[src/rtl/fft16_unload_if.sv]
// Frame-in / sample-out handshake bundle for fft16_unload.
// The slave side is the unloader; the master side is its environment.
interface fft16_unload_if #(
    parameter int W = 17
);
    logic [32*W-1:0] frame_in;
    logic            frame_valid;
    logic            frame_ready;
    logic [2*W-1:0]  dout;
    logic            dout_valid;
    logic            dout_ready;
    logic [3:0]      dout_index;
    logic            dout_last;

    modport master (
        output frame_in, frame_valid, dout_ready,
        input  frame_ready, dout, dout_valid, dout_index, dout_last
    );

    modport slave (
        input  frame_in, frame_valid, dout_ready,
        output frame_ready, dout, dout_valid, dout_index, dout_last
    );
endinterface

[src/rtl/fft16_unload.sv]
// Ping-pong unloader: parallel 16-point FFT frame in, one sample per cycle out.
// Define FFT16_UNLOAD_NATURAL_ORDER_EN to emit bins in natural (digit-reversed slot) order.
module fft16_unload #(
    parameter int W = 17
) (
    input  logic         clk,
    input  logic         rst,
    fft16_unload_if.slave bus
);
    localparam int SW = 2 * W;
    localparam int FW = 32 * W;

    logic [FW-1:0] bank [2];
    logic [1:0]    full;
    logic          wr_ptr;
    logic          rd_ptr;
    logic [3:0]    k;
    logic [3:0]    slot;
    logic [SW-1:0] samp [16];
    logic          take;
    logic          give;

    // Handshakes look only at registered flags, so a bank freed on this
    // edge cannot be refilled until the following one.
    assign bus.frame_ready = ~full[wr_ptr];
    assign bus.dout_valid  = full[rd_ptr];
    assign take = bus.frame_valid & ~full[wr_ptr];
    assign give = full[rd_ptr] & bus.dout_ready;

`ifdef FFT16_UNLOAD_NATURAL_ORDER_EN
    assign slot = {k[1:0], k[3:2]};
`else
    assign slot = k;
`endif

    always_comb begin
        for (int s = 0; s < 16; s++) begin
            samp[s] = bank[rd_ptr][s*SW +: SW];
        end
    end

    assign bus.dout       = samp[slot];
    assign bus.dout_index = k;
    assign bus.dout_last  = full[rd_ptr] & (k == 4'd15);

    always_ff @(posedge clk or posedge rst) begin
        if (rst) begin
            bank[0] <= '0;
            bank[1] <= '0;
            full    <= '0;
            wr_ptr  <= 1'b0;
            rd_ptr  <= 1'b0;
            k       <= 4'd0;
        end else begin
            if (take) begin
                bank[wr_ptr] <= bus.frame_in;
                full[wr_ptr] <= 1'b1;
                wr_ptr       <= ~wr_ptr;
            end
            if (give) begin
                k <= k + 4'd1;
                if (k == 4'd15) begin
                    full[rd_ptr] <= 1'b0;
                    rd_ptr       <= ~rd_ptr;
                end
            end
        end
    end
endmodule

[src/flat_wrapper.sv]
// flat-port wrapper written by rule: the top's interface ports become plain ports
module fft16_unload_flat 
#(
    parameter int W = 17
)
  (clk, rst, bus_frame_in, bus_frame_valid, bus_dout_ready, bus_frame_ready, bus_dout, bus_dout_valid, bus_dout_index, bus_dout_last);
  fft16_unload_if #(.W(W)) bus_i ();
  input  logic clk;
  input  logic rst;
  input wire logic [$bits(bus_i.frame_in)-1:0] bus_frame_in;
  input wire logic [$bits(bus_i.frame_valid)-1:0] bus_frame_valid;
  input wire logic [$bits(bus_i.dout_ready)-1:0] bus_dout_ready;
  output wire logic [$bits(bus_i.frame_ready)-1:0] bus_frame_ready;
  output wire logic [$bits(bus_i.dout)-1:0] bus_dout;
  output wire logic [$bits(bus_i.dout_valid)-1:0] bus_dout_valid;
  output wire logic [$bits(bus_i.dout_index)-1:0] bus_dout_index;
  output wire logic [$bits(bus_i.dout_last)-1:0] bus_dout_last;
  assign bus_i.frame_in = bus_frame_in;
  assign bus_i.frame_valid = bus_frame_valid;
  assign bus_i.dout_ready = bus_dout_ready;
  assign bus_frame_ready = bus_i.frame_ready;
  assign bus_dout = bus_i.dout;
  assign bus_dout_valid = bus_i.dout_valid;
  assign bus_dout_index = bus_i.dout_index;
  assign bus_dout_last = bus_i.dout_last;
  fft16_unload #(.W(W)) u_core (.clk(clk), .rst(rst), .bus(bus_i));
endmodule
[config.mk]
export PLATFORM = sky130hd
export DESIGN_NAME = fft16_unload_flat
export DESIGN_NICKNAME = d
export VERILOG_FILES = /design/src/rtl/fft16_unload_if.sv /design/src/rtl/fft16_unload.sv /design/src/flat_wrapper.sv
export SDC_FILE = /design/constraint.sdc
export NUM_CORES = 2
export LEC_CHECK = 0
export CAP_MARGIN = 15
export CORE_MARGIN = 4
export CORE_UTILIZATION = 45
export CTS_BUF_LIST = sky130_fd_sc_hd__clkbuf_8
export DETAILED_ROUTE_END_ITERATION = 8
export PLACE_DENSITY = 0.67
export SYNTH_ARGS = -nofsm -noshare
export SYNTH_HDL_FRONTEND = slang
export SYNTH_SLANG_ARGS = --single-unit
export TNS_END_PERCENT = 50
[constraint.sdc]
create_clock -name clk -period 41.8 [get_ports clk]
set_input_delay 8.36 -clock clk [delete_from_list [all_inputs] [get_ports clk]]
set_output_delay 8.36 -clock clk [all_outputs]
set_load 0.05 [all_outputs]
**Yosys cells after proc, flatten, opt, wreduce, memory -nomap -nowiden**

Cells that the tools add are included.
Widths: inputs -> output; s select.

- Memories kept: 0
- Latch bits: 0
- RAM bits: 0
- Flip-flop bits (word level): 1096
- Output and inout port bits: 41
- Input bits: 548
- Bits in read-only memories: 0

- Multiplexer cells: 20
- Multiply operators: 0
- Reductions and logical operators: 4
- Add/sub/neg operators: 1
- Divide/modulo/power cells: 0
- Shift operators: 0
- Equality and inequality tests: 1
- Order comparisons: 8
- Bitwise operators: 12

Operator list:

| operator | number |
|---|---|
| $mux 544 | 4 |
| $bwmux 1088 | 1 |
| $demux 544 s1 | 1 |
| $bmux 34 s4 | 1 |
| $mux 34 | 2 |
| $mux 1 | 6 |
| $mux 2 | 3 |
| $ge 5x5->1 const B | 1 |
| $not 4->5 | 1 |
| $add 4x1->4 const B | 1 |
| $eq 4x4->1 const B | 1 |
| $ge 2x2->1 const B | 2 |
| $lt 1x2->1 const B | 2 |
| $not 1->2 | 2 |
| $and 1x1->1 | 3 |
| $logic_and 1x1->1 | 3 |
| $not 1->1 | 3 |
| $and 2x2->2 | 1 |
| $demux 1 s1 | 2 |
| $ge 1x1->1 const B | 2 |
| $lt 2x1->1 const B | 1 |
| $not 2->2 | 1 |
| $or 2x2->2 | 1 |
| $reduce_and 2->1 | 1 |

**Depth between registers and ports, before layout**

- Depth in word-level cells: 9
- Mapped depth: 8

**Least setup slack after synthesis**

No wires, ideal clock.

- Path kind: flip-flop to output port
- Start: reg u_core.k[0] (netlist: u_core.bus.dout_index[0])
- End: out bus_dout[11]
- Stages on the path, launching flop included: 9
- Slack: 31.309 ns
- Arrival: 2.131 ns
- Required time: 33.440 ns
- Buffers on the path: 4
- Cells stage by stage: dfrtp_1 buf_4 buf_8 buf_6 buf_6 mux2i_1 a21oi_1 a31oi_1 nand3_1

- Word-level cells in the longest chain between the ends: 4

RTL lines:

| element | line | source |
|---|---|---|
| start, declared | fft16_unload.sv:17 | `logic [3:0] k;` |
| start signal, assigned | fft16_unload.sv:61 | `k <= k + 4'd1;` |
| $not 4->5 (implied by the code) | fft16_unload.sv:42 | `assign bus.dout = samp[slot];` |
| $bmux 34 s4 | fft16_unload.sv:42 |  |
| $mux 34 (implied by the code) (2 in a row) | fft16_unload.sv:42 |  |
| end, declared | flat_wrapper.sv:14 | `output wire logic [$bits(bus_i.dout)-1:0] bus_dout;` |

Every way passes these cells. The select of a mux whose other input is x is not followed.

**Worst setup path after layout**

- Start: reg u_core.k[0] (netlist: u_core.bus.dout_index[0])
- End: out bus_dout[12]

Same word-level chain as after synthesis.

==> key figures <==
Synth
  – Post-synthesis register bit count: around 1.1k
  – Seq/Total Area, Yosys: a little over half
  – Syn Area/Cell: 10.7 µm²
  – Area of the mapped netlist: between 50000 and 60000 µm²
  – Yosys warns: 0
  – Top cells by area, synth: dfrtp_1 (55%), nand2_1 (13%), mux2_2 (12%)
  – Syn nets: 5228
  – Synth top cells by count: nand2_1 (1708), dfrtp_1 (1096), mux2_2 (546)
  – Post-synth EDFFs: 0
  – Ys async rst share: 100%
  – Most common cell in the synthesized netlist: nand2_1
  – Main flop type after synthesis: dfrtp_1
  – Dominant cell type by area after synthesis: dfrtp_1
  – Mapped Cells: between 4k and 5k
  – Distinct cells, synth: 31
  – Synth top area share: between 50% and 60%

Route
  – WL per Instance: approximately 24 µm
  – Via density per instance: ~5.4
  – Vias: 37.3k
  – Routed Antenna Nets: 0
  – Total Wirelength: about 160000 µm
  – Remaining DRCs: 0
  – DRT iter0 DRCs: ~2.8k
  – DR pass1 iterations: 8

Worst setup path
  – Worst setup path start: u_core.bus.dout_index[0]
  – Reg2reg setup slack: approximately 37000 ps
  – Buf/Inv on CP: 4
  – CP max-delay cell: dfrtp_4
  – Worst flop-to-flop path startpoint: u_core.full[1]
  – Critical Path Fanout Max: 54
  – Critical path type: reg2out
  – Worst setup EP type: output pin
  – Worst path max stage delay: around 1000 ps
  – CP Launch Type: register
  – Top delay family on crit path: buffers and inverters
  – WP data required: ~33000 ps
  – CP cell instances: buf_4 > buf_4 > buf_4 > mux2i_1 > a22oi_1 > a31oi_1 > nand3_1 > clkdlybuf4s50_1
  – Worst R2R Path Depth: 6
  – CP endpoint: bus_dout[12]
  – Worst EP arrival: ~6700 ps
  – Cell depth of the worst setup path: 8
  – Worst r2r dst: u_core.bank[280]
  – CP dominant cell by count: buf_4

Final layout
  – Layout Nets: around 5.7k
  – Final Core Density: roughly 55%
  – Share of layout cells above drive strength 1: between 10% and 20%
  – Multi-input gate area: between 20000 and 25000 µm²
  – # fillers: 9676
  – Seq. cell area: roughly 27000 µm²
  – Synthesis-to-finish area growth: 21.0%

STA
  – Final Critical Period: about 15000 ps
  – Final worst slack: between 20000 and 30000 ps
  – Setup TNS: 0 ps
  – Unrepaired setup endpoints after global routing: no
  – Fin crit share: between 30% and 40%
  – Final setup fails: 0
  – Worst rel slew slack: ~14%
  – Hold_ws: ~470 ps
  – Maximum clock frequency: between 60 and 70 MHz
  – Final hold violation count: 0
  – Slew Limit Fails: 0
  – Worst Max-Slew Pin Slew: 1280 ps
  – Worst Skew: 35.9 ps

Pwr
  – P_sw: approximately 2.0 mW
  – VDD IR max: about 0.096 mV
  – Clock power share: 19.9%
  – Sequential share of power: around 37%
  – Pwr Total: between 5 and 6 mW
  – Power density over the cells: about 82 nW/µm²
  – Int Power: 3.00 mW
  – Comb power frac: 42.8%
  – Sw frac: 40.0%
  – LEAKAGE: just under 30 nW

Place
  – HPWL Detailed: ~110000 µm
  – DP Worst Slack: around 28000 ps
  – Placer Congestion: 0.822
  – Port bufs: 588

Floorplan
  – DIE HEIGHT: about 340 µm
  – Starting Density: 45.4%
  – Die Area: 117000 µm²
  – Rows: between 100 and 150
  – Num ports: just under 600
  – Core ar.: 111000 µm²
  – Chip width: between 300 and 400 µm

Job
  – # Max-Cap Violations: 0

Clock tree
  – Clock sink count: between 1k and 1.5k
  – Clk_lat worst skew: approximately 850 ps
  – Post-CTS Setup Inserts: 0
  – CTS root buffer: clkbuf_8
  – Post-CTS Resized: 0
  – CTS tree: done
  – Num CTS Buffers: 186
  – CTS Hold Bufs: 0
  – Clock buffer depth: 3
  – H-tree depth: 4
  – Clk slew on worst S/H paths: approximately 50 ps

Global route
  – Number of global-route vias before repair: around 38k
  – Largest net degree at the start of global routing: roughly 200
  – Initial antenna violation count: between 50 and 60
  – Total GRT Usage: ~27%
  – Congestion Overflow GR: 0
  – Global-route wire length before repair: 239000 µm

Min path
  – Worst Hold Class: reg2reg
  – Min-delay src: u_core.bank[622]

Outcome
  – Outcome: completed
final cells by class:
cell class / instances / share of cell area, %
antenna: 28 / 0.115
timing repair buffer: 651 / 10.5
tap: 1488 / 3.07
clock buffer: 249 / 5.64
multi-input combinational: 3264 / 34.7
inverter: 1 / 0.0185
clock inverter: 87 / 0.806
sequential: 1096 / 45.2
cells by family (layout without fill, tap and decap cells):
group | count (synthesis) | after routing | share of synthesized area (%)
muxes | 1091 | 1091 | 23.1
other | 0 | 28 | 0
DFF | 1096 | 1096 | 54.6
AOI/OAI and AO/OA | 309 | 309 | 4.35
buffers and inverters | 319 | 988 | 3.49
xor gates and xnor gates | 3 | 3 | 0.0523
and+or+nand+nor | 1860 | 1860 | 14.3
adders and majority gates | 1 | 1 | 0.0249
tightest hold or removal path, cell delays in order, from the launching register on:
cell and delay [ps]:
dfrtp_1 340, nand2_1 50, nand2_1 50
power by group through the flow:
stage / Clock [mW] / Sequential (mW) / Combinational [mW]
after global placement: 0 / 1.86 / 2.10
final: 0.998 / 1.86 / 2.14
after CTS: 1.02 / 1.85 / 2.15
after floorplan: 0 / 1.79 / 1.51
after detailed placement: 0 / 1.87 / 2.14
after global routing: 1.07 / 1.92 / 2.31
cell usage in the layout, fill, tap and decap left out, types with 2 or more instances in the layout:
master and n:
a31oi_1 35, and3_1 2, a22oi_1 136, inv_1 66, buf_4 61, and2_4 2
clkdlybuf4s50_1 588, clkinvlp_4 2, diode_2 28, buf_12 2, nor3_1 34, a22o_1 68
bufinv_16 3, nand3_1 103, dfrtp_1 1095, nand2b_2 2, inv_6 3, xnor2_1 2
clkinv_2 9, mux2_2 546, a21oi_1 69, mux2i_1 545, clkbuf_8 249, nor2b_4 2
nand2_1 1707, clkinv_8 4
registers in the layout, summed over array words and instances (netlist names):
signal	flops
u_core.full	2
u_core.bus.dout_index	4
u_core.bank	1088
u_core.wr_ptr	1
u_core.rd_ptr	1
stage by stage:
stage               area, µm²  instances
floorplan               50200       4679
global placement        56700       6499
detailed placement      56700       6499
CTS                     60700       6835
global route            60700       6850
finish                  60700       6864
worst min-delay path by stage:
stage	cells after the start	slack (ps)	end
3_3_place_gp	2	460	u_core.bank[912]
4_1_cts	2	470	u_core.bank[1072]
6_report	2	470	u_core.bank[622]
5_1_grt	2	490	u_core.bank[647]
3_5_place_dp	2	460	u_core.bank[772]
2_1_floorplan	2	440	u_core.bank[1020]
metal layers:
| metal | wire length [µm] | part of all wire, % | track usage [%] | vias up |
|---|---|---|---|---|
| li1 | - | - | - | 16900 |
| met1 | 70300 | 44 | 37.3 | 18900 |
| met2 | 72900 | 45 | 41.3 | 1175 |
| met3 | 12100 | 7.5 | 7.03 | 275 |
| met4 | 6100 | 3.8 | 10.8 | 34 |
| met5 | 206 | 0.13 | 0 | - |
Power figures use the tool's default switching activity.
